$ cat src/rtl/psram_pkg.sv
// Shared types and default widths for the PSRAM controller and its front end.
package psram_pkg;

   localparam int PSRAM_ADDRESS_BITS = 23;
   localparam int PSRAM_DATA_BITS    = 16;

   typedef enum logic [1:0] {
      IDLE    = 2'd0,
      ISSUE   = 2'd1,
      RD_WAIT = 2'd2
   } arb_state_t;

   typedef logic client_id_t;

endpackage

$ cat src/rtl/psram_rr_arbiter.sv
// Two-way round-robin grant; the registered pointer remembers the last client served.
module psram_rr_arbiter
   import psram_pkg::*;
(
   input  logic       clk,
   input  logic       reset,
   input  logic [1:0] req,
   input  logic       update,
   output logic [1:0] grant
);

   client_id_t last;

   always_comb begin
      grant = req;
      // Under contention the client that was not served last wins.
      if (req == 2'b11) grant = (last == 1'b1) ? 2'b01 : 2'b10;
   end

   always_ff @(posedge clk or posedge reset) begin
      if (reset) last <= 1'b1;
      else if (update && (grant != 2'b00)) last <= grant[1];
   end

endmodule

$ cat src/rtl/psram_port_arbiter.sv
// Two-client front end for the PSRAM controller: round-robin grant, one transaction
// in flight, fixed-latency read capture. Client handshake: req is held until a one-cycle ack.
module psram_port_arbiter
   import psram_pkg::*;
#(
   parameter int ADDRESS_BITS = PSRAM_ADDRESS_BITS,
   parameter int DATA_BITS    = PSRAM_DATA_BITS,
   parameter int RD_LATENCY   = 4
) (
   input  logic                    clk,
   input  logic                    reset,
   input  logic                    c0_req,
   input  logic                    c0_we,
   input  logic [ADDRESS_BITS-1:0] c0_address,
   input  logic [DATA_BITS-1:0]    c0_wr_data,
   output logic                    c0_ack,
   output logic [DATA_BITS-1:0]    c0_rd_data,
   output logic                    c0_rd_valid,
   input  logic                    c1_req,
   input  logic                    c1_we,
   input  logic [ADDRESS_BITS-1:0] c1_address,
   input  logic [DATA_BITS-1:0]    c1_wr_data,
   output logic                    c1_ack,
   output logic [DATA_BITS-1:0]    c1_rd_data,
   output logic                    c1_rd_valid,
   output logic                    psram_rd_en,
   output logic [ADDRESS_BITS-1:0] psram_rd_address,
   input  logic                    psram_rd_ack,
   input  logic [DATA_BITS-1:0]    psram_rd_data,
   output logic                    psram_wr_en,
   output logic [ADDRESS_BITS-1:0] psram_wr_address,
   output logic [DATA_BITS-1:0]    psram_wr_data,
   input  logic                    psram_wr_ack,
   output arb_state_t              dbg_state
);

   localparam int CNT_W = $clog2(RD_LATENCY + 1);

   arb_state_t              state;
   client_id_t              owner;
   logic [CNT_W-1:0]        cnt;
   logic [1:0]              grant;
   logic                    grant_en;
   client_id_t              sel_id;
   logic                    sel_we;
   logic [ADDRESS_BITS-1:0] sel_address;
   logic [DATA_BITS-1:0]    sel_wr_data;

   psram_rr_arbiter u_rr (
      .clk    (clk),
      .reset  (reset),
      .req    ({c1_req, c0_req}),
      .update (grant_en),
      .grant  (grant)
   );

   // Ack is combinational so a client is accepted in its first requesting IDLE cycle;
   // gating with reset keeps every output low while reset is held.
   assign grant_en    = (state == IDLE) && !reset && (c0_req || c1_req);
   assign c0_ack      = grant_en && grant[0];
   assign c1_ack      = grant_en && grant[1];
   assign sel_id      = grant[1];
   assign sel_we      = sel_id ? c1_we      : c0_we;
   assign sel_address = sel_id ? c1_address : c0_address;
   assign sel_wr_data = sel_id ? c1_wr_data : c0_wr_data;
   assign dbg_state   = state;

   always_ff @(posedge clk or posedge reset) begin
      if (reset) begin
         state            <= IDLE;
         owner            <= 1'b0;
         cnt              <= '0;
         psram_rd_en      <= 1'b0;
         psram_wr_en      <= 1'b0;
         psram_rd_address <= '0;
         psram_wr_address <= '0;
         psram_wr_data    <= '0;
         c0_rd_data       <= '0;
         c1_rd_data       <= '0;
         c0_rd_valid      <= 1'b0;
         c1_rd_valid      <= 1'b0;
      end else begin
         c0_rd_valid <= 1'b0;
         c1_rd_valid <= 1'b0;
         case (state)
            IDLE: begin
               if (grant_en) begin
                  owner            <= sel_id;
                  psram_wr_en      <= sel_we;
                  psram_rd_en      <= !sel_we;
                  psram_rd_address <= sel_address;
                  psram_wr_address <= sel_address;
                  psram_wr_data    <= sel_wr_data;
                  state            <= ISSUE;
               end
            end
            ISSUE: begin
               // Only the ack of the channel actually enabled is honoured.
               if (psram_wr_en && psram_wr_ack) begin
                  psram_wr_en <= 1'b0;
                  state       <= IDLE;
               end else if (psram_rd_en && psram_rd_ack) begin
                  psram_rd_en <= 1'b0;
                  cnt         <= '0;
                  state       <= RD_WAIT;
               end
            end
            RD_WAIT: begin
               if (cnt == CNT_W'(RD_LATENCY - 1)) begin
                  if (owner) begin
                     c1_rd_data  <= psram_rd_data;
                     c1_rd_valid <= 1'b1;
                  end else begin
                     c0_rd_data  <= psram_rd_data;
                     c0_rd_valid <= 1'b1;
                  end
                  state <= IDLE;
               end else begin
                  cnt <= cnt + 1'b1;
               end
            end
            default: state <= IDLE;
         endcase
      end
   end

endmodule

$ cat config.mk
export PLATFORM = sky130hd
export DESIGN_NAME = psram_port_arbiter
export DESIGN_NICKNAME = d
export VERILOG_FILES = /design/src/rtl/psram_pkg.sv /design/src/rtl/psram_rr_arbiter.sv /design/src/rtl/psram_port_arbiter.sv
export SDC_FILE = /design/constraint.sdc
export NUM_CORES = 1
export LEC_CHECK = 0
export CORE_ASPECT_RATIO = 0.75
export CORE_MARGIN = 5
export CORE_UTILIZATION = 40
export DETAILED_ROUTE_END_ITERATION = 12
export PLACE_DENSITY = 0.8
export SLEW_MARGIN = 20
export SYNTH_ARGS = -nofsm -noshare
export SYNTH_HDL_FRONTEND = slang
export SYNTH_HIERARCHICAL = 1
export SYNTH_SLANG_ARGS = --single-unit
$ cat constraint.sdc
create_clock -name clk -period 2.8 [get_ports clk]
set_input_delay 0.28 -clock clk [delete_from_list [all_inputs] [get_ports clk]]
set_output_delay 0.28 -clock clk [all_outputs]
set_load 0.005 [all_outputs]
-- Yosys cells after proc, flatten, opt, wreduce, memory -nomap -nowiden
Cells that the tools add are included.
- reductions and logical operators: 21
- bitwise operators: 1
- eq/ne operators: 11
- add/sub/neg operators: 1
- mux-type cells: 27
- operators by type and width (operator ; count):
    $mux W23 ; 1
    $mux W16 ; 1
    $mux W1 ; 12
    $mux W2 ; 6
    $ne A2 B2 Y1 const B ; 6
    $reduce_and A3 Y1 ; 4
    $mux W3 ; 3
    $reduce_and A4 Y1 ; 2
    $logic_and A1 B1 Y1 ; 7
    $pmux W2 S3 ; 1
    $pmux W3 S2 ; 1
    $reduce_bool A2 Y1 ; 3
    $eq A2 B2 Y1 const B ; 2
    $pmux W1 S2 ; 2
    $add A3 B1 Y3 const B ; 1
    $eq A3 B2 Y1 const B ; 1
    $ne A3 B3 Y1 const B ; 1
    $eq A2 B1 Y1 const B ; 1
    $logic_not A1 Y1 ; 2
    $logic_not A2 Y1 ; 1
    $reduce_and A2 Y1 ; 1
    $logic_or A1 B1 Y1 ; 1
    $not A1 Y1 ; 1
- logic and storage cells: 73
- output and inout port bits: 102
- register bits after elaboration: 82
- bits of input ports: 102

-- Logic depth before layout (Yosys ltp)
- depth in word-level cells: 6
- gate-level depth with buffers: 6
- depth with buffers taken out: 5

-- Cells and area by module
Netlist, hierarchy kept.
- by module, submodules not included (module ; cells each ; sequential area each (µm²) ; area an instance (µm²) ; instances):
    psram_port_arbiter ; 267 ; 2026.9 ; 3971.3 ; 1
    psram_rr_arbiter ; 7 ; 26.3 ; 60.1 ; 1

-- Worst setup path after synthesis
OpenSTA, ideal clock, no wires.
- path kind: reg2reg
- start point: reg u_rr.last
- end point: reg psram_wr_address[18]
- data arrival time: 1678 ps
- setup time: 125 ps
- path slack: 997 ps
- cell stages (with the launch flop): 6
- required time: 2675 ps
- clock period less this slack: 1803 ps
- path buffers: 2
- path through: dfstp_2 -> a21boi_0 -> clkbuf_1 -> clkbuf_1 -> mux2_2 -> mux2_2
- cells in the longest elaborated chain, start to end: 3
- ends and longest elaborated chain (what ; line ; source):
    from (decl) ; psram_rr_arbiter.sv:12 ; client_id_t last;
    from (signal assigned) ; psram_rr_arbiter.sv:22 ; else if (update && (grant != 2'b00)) last <= grant[1];
    $mux W2 (2 in a row) ; psram_rr_arbiter.sv:17 ; if (req == 2'b11) grant = (last == 1'b1) ? 2'b01 : 2'b10;
    named net grant[1] ; psram_port_arbiter.sv:42 ; logic [1:0] grant;
    $mux W23 ; psram_port_arbiter.sv:64 ; assign sel_address = sel_id ? c1_address : c0_address;
    to (signal assigned) ; psram_port_arbiter.sv:92 ; psram_wr_address <= sel_address;
    to (decl) ; psram_port_arbiter.sv:31 ; output logic [ADDRESS_BITS-1:0] psram_wr_address,
The timed path passes the listed nets, and every way through them passes these cells.
A chain may end at the register's enable or synchronous reset.

-- Final worst setup path
- start point: reg state[1], in the netlist dbg_state[1]
- end point: out c0_ack
- cells in the longest elaborated chain, start to end: 4
- ends and longest elaborated chain (what ; line ; source):
    from (decl) ; psram_port_arbiter.sv:39 ; arb_state_t state;
    from (signal assigned) ; psram_port_arbiter.sv:70 ; state <= IDLE;
    from (signal assigned) ; psram_port_arbiter.sv:94 ; state <= ISSUE;
    from (signal assigned) ; psram_port_arbiter.sv:101 ; state <= IDLE;
    $logic_not A2 Y1 ; psram_port_arbiter.sv:59 ; assign grant_en = (state == IDLE) && !reset && (c0_req || c1_req);
    $logic_and A1 B1 Y1 (2 in a row) ; psram_port_arbiter.sv:59 ;
    $logic_and A1 B1 Y1 ; psram_port_arbiter.sv:60 ; assign c0_ack = grant_en && grant[0];
    to (decl) ; psram_port_arbiter.sv:16 ; output logic c0_ack,
No other way between the ends.

==> out/metrics.cfg <==
[synth]
postSynthCellCount = 274
synthesis.nets = 378
yosys_warnings = 6
yosysSeqAreaShare_pct = 50.9
netlist_area_um2 = 4030
avgSynthCellArea_um2 = 14.7
synth_cell_types = 36
synth_seq_cells = 82

[clock_network]
cts.clk_slew.worst_paths_ns = 0.06
cts_root_buffer = clkbuf_16
cts_max_path_buffers = 2
cts_sinks = 82
cts_tree = done
cts_max_level = 3
postCtsHoldBufs = 0
numCtsBuffers = 9
post_cts_resized = 0
insertion_delay_ns = 0.32
post-cts-setup-buffers = 0

[routing]
via_per_inst = 4.69
drt.antenna.violating_nets = 0
vias = 2797
remaining_drc_errors = 0
routed_wl_um = 10300
wl_per_cell_um = 17.3
drt_iter0_drc = 68
drtPass1Iterations = 4

[power]
leakagePower_uw = 0.00269
ir_drop_mv = 0.472
power_uw = 5760
power.density_nw_per_um2 = 913

[layout]
multi_input_area_um2 = 1660
fillers = 703
post-route-util_pct = 64.8
final_cell_mix = clkdlybuf4s50_1, dfrtp_1, mux2_2
fin_nets = 563
design_area_um2 = 6310
antenna_cells = 0
layout_commonest_cell = clkdlybuf4s50_1
register_area_um2 = 2050
drive_gt1_share_pct = 30.8
area_growth_pct = 56.5

[run]
maxCapViolCount = 0

[critical_path]
path_cells = or4_4 > clkinv_8 > and2_1 > clkdlybuf4s50_1
crit_family = simple AND/OR/NAND/NOR gates
critPathKind = flop to output port
path_max_fanout = 23
crit_path_end_kind = output port
critPathBufInv = 2
cp_slowest_cell = or4_4
critPathLaunchType = flop
cpPeakStageDelay_ns = 0.63
critPathArrivalTime_ns = 2.24
required_ns = 2.52

[die]
die_w_um = 126
core_um2 = 9740
rows = 31
die-area_um2 = 12200
fp.dieH_um = 96.9
initial_utilization_pct = 41.4
io_pins = 204

[grt]
grt_antenna_before_repair = 0
gr-total-overflow = 0
grt_pass1_vias = 3116
grt_start_max_net_pins = 45
grt_pass1_wl_um = 16400
grt_usage_pct = 16.5

[placement]
post-dp-hpwl_um = 8000
placed_area_um2 = 6020
gp_congestion = 0.813
io_buffer_count = 203
pre_cts_ws_ns = 0.291

[sta]
max_freq_ghz = 0.397
min_period_ns = 2.52
setup_viol = 0
fin_crit_sh_pct = 90.0
finClkSkew_ns = 0.00655
grt_setup_unrepaired = false
hold_violations = 0
drv_slew = 0
slew_headroom_pct = 35.0
final.setup.tns_ns = 0
setup_ws_ns = 0.281
worst_pin_slew_ns = 0.973

[min_path]
hp-class = input port to async pin

[outcome]
status = finished clean

[state kept, by name, summed over array words and instances, names as in the netlist]
name,cells
c0_rd_data,16
c0_rd_valid,1
c1_rd_data,16
c1_rd_valid,1
cnt,3
dbg_state,2
owner,1
psram_rd_en,1
psram_wr_address,23
psram_wr_data,16
psram_wr_en,1
u_rr/last,1
[per-layer routing]
metal  vias up  global-route usage (%)  part of all wire [%]
met4         0                    3.79                   1.3
li1       1320                       -                     -
met1      1364                    20.1                    42
met2       102                    28.5                    50
met3        11                    5.40                   6.3
met5         -                       0                     0
[final cells by class]
type / count / area share, %
clock inverter: 7 / 0.952
sequential: 82 / 32.5
clock buffer: 9 / 3.57
tap: 132 / 2.62
timing repair buffer: 210 / 33.2
multi-input combinational: 147 / 26.3
inverter: 9 / 0.754
[worst paths after layout]
path | startpoint | endpoint | depth (start not counted) | slack [ns]
setup / recovery | dbg_state[1] | c0_ack | 4 | 0.28
hold / removal | reset | u_rr/last | 2 | 0.39
setup reg to reg | cnt[0] | c1_rd_data[14] | 4 | 0.60
hold reg to reg | c0_rd_data[8] | c0_rd_data[8] | 1 | 0.51
max in group asynchronous | reset | c0_rd_data[3] | 3 | 1.66
min in group clk | c0_rd_data[8] | c0_rd_data[8] | 1 | 0.51
[per-stage QoR]
step	hold slack, ns	cells
6_report	0.389	596
5_1_grt	0.416	596
4_1_cts	0.377	596
3_5_place_dp	0.495	580
3_3_place_gp	0.488	580
2_1_floorplan	0.170	274
[synthesized netlist by cell type]
cell / count / area share, %
dfrtp_1: 81 / 50
mux2_2: 76 / 21
mux2_4: 36 / 13
buf_4: 23 / 4.3
inv_1: 8 / 0.74
nand2_1: 6 / 0.56
clkbuf_1: 5 / 0.47
buf_12: 4 / 2.0
buf_2: 3 / 0.37
and2_1: 2 / 0.31
ha_1: 2 / 0.62
nor2_1: 2 / 0.19
nor2b_1: 2 / 0.31
o21ai_0: 2 / 0.25
a21boi_0: 1 / 0.19
a21boi_1: 1 / 0.19
a21oi_1: 1 / 0.12
a31oi_1: 1 / 0.16
a41oi_1: 1 / 0.22
and3b_1: 1 / 0.22
buf_6: 1 / 0.28
clkinv_8: 1 / 0.40
dfstp_2: 1 / 0.65
mux2i_1: 1 / 0.25
nand3_1: 1 / 0.12
nand4_1: 1 / 0.16
nor3b_1: 1 / 0.19
nor4bb_1: 1 / 0.25
o2111ai_1: 1 / 0.22
o211ai_1: 1 / 0.19
o22ai_1: 1 / 0.16
o311ai_0: 1 / 0.22
o31ai_1: 1 / 0.19
or2_2: 1 / 0.16
or3b_2: 1 / 0.22
or4_4: 1 / 0.28
[where the power goes]
part	switching [µW]	leakage, µW	internal, µW	total [µW]
Combinational	754	0.00155	1860	2620
Sequential	366	0.00101	1660	2030
Clock	500	0.000131	616	1120
Total	1620	0.00269	4140	5760
[worst register-to-register path: cells and delay by family, from the launching register on]
kind	cells	cell delay (ns)
fa+ha+maj	2	0.35
flops	1	0.36
simple gates	1	0.77
mux	1	0.59
[cells by family after synthesis]
kind of cell,after synthesis,share of synthesized area [%]
adders and majority gates,2,0.621
DFF,82,50.9
buffers and inverters,45,8.54
AOI/OAI and AO/OA,12,2.08
muxes,113,34.9
and+or+nand+nor,20,2.95
Note: power is estimated with default switching activity, not from simulation.
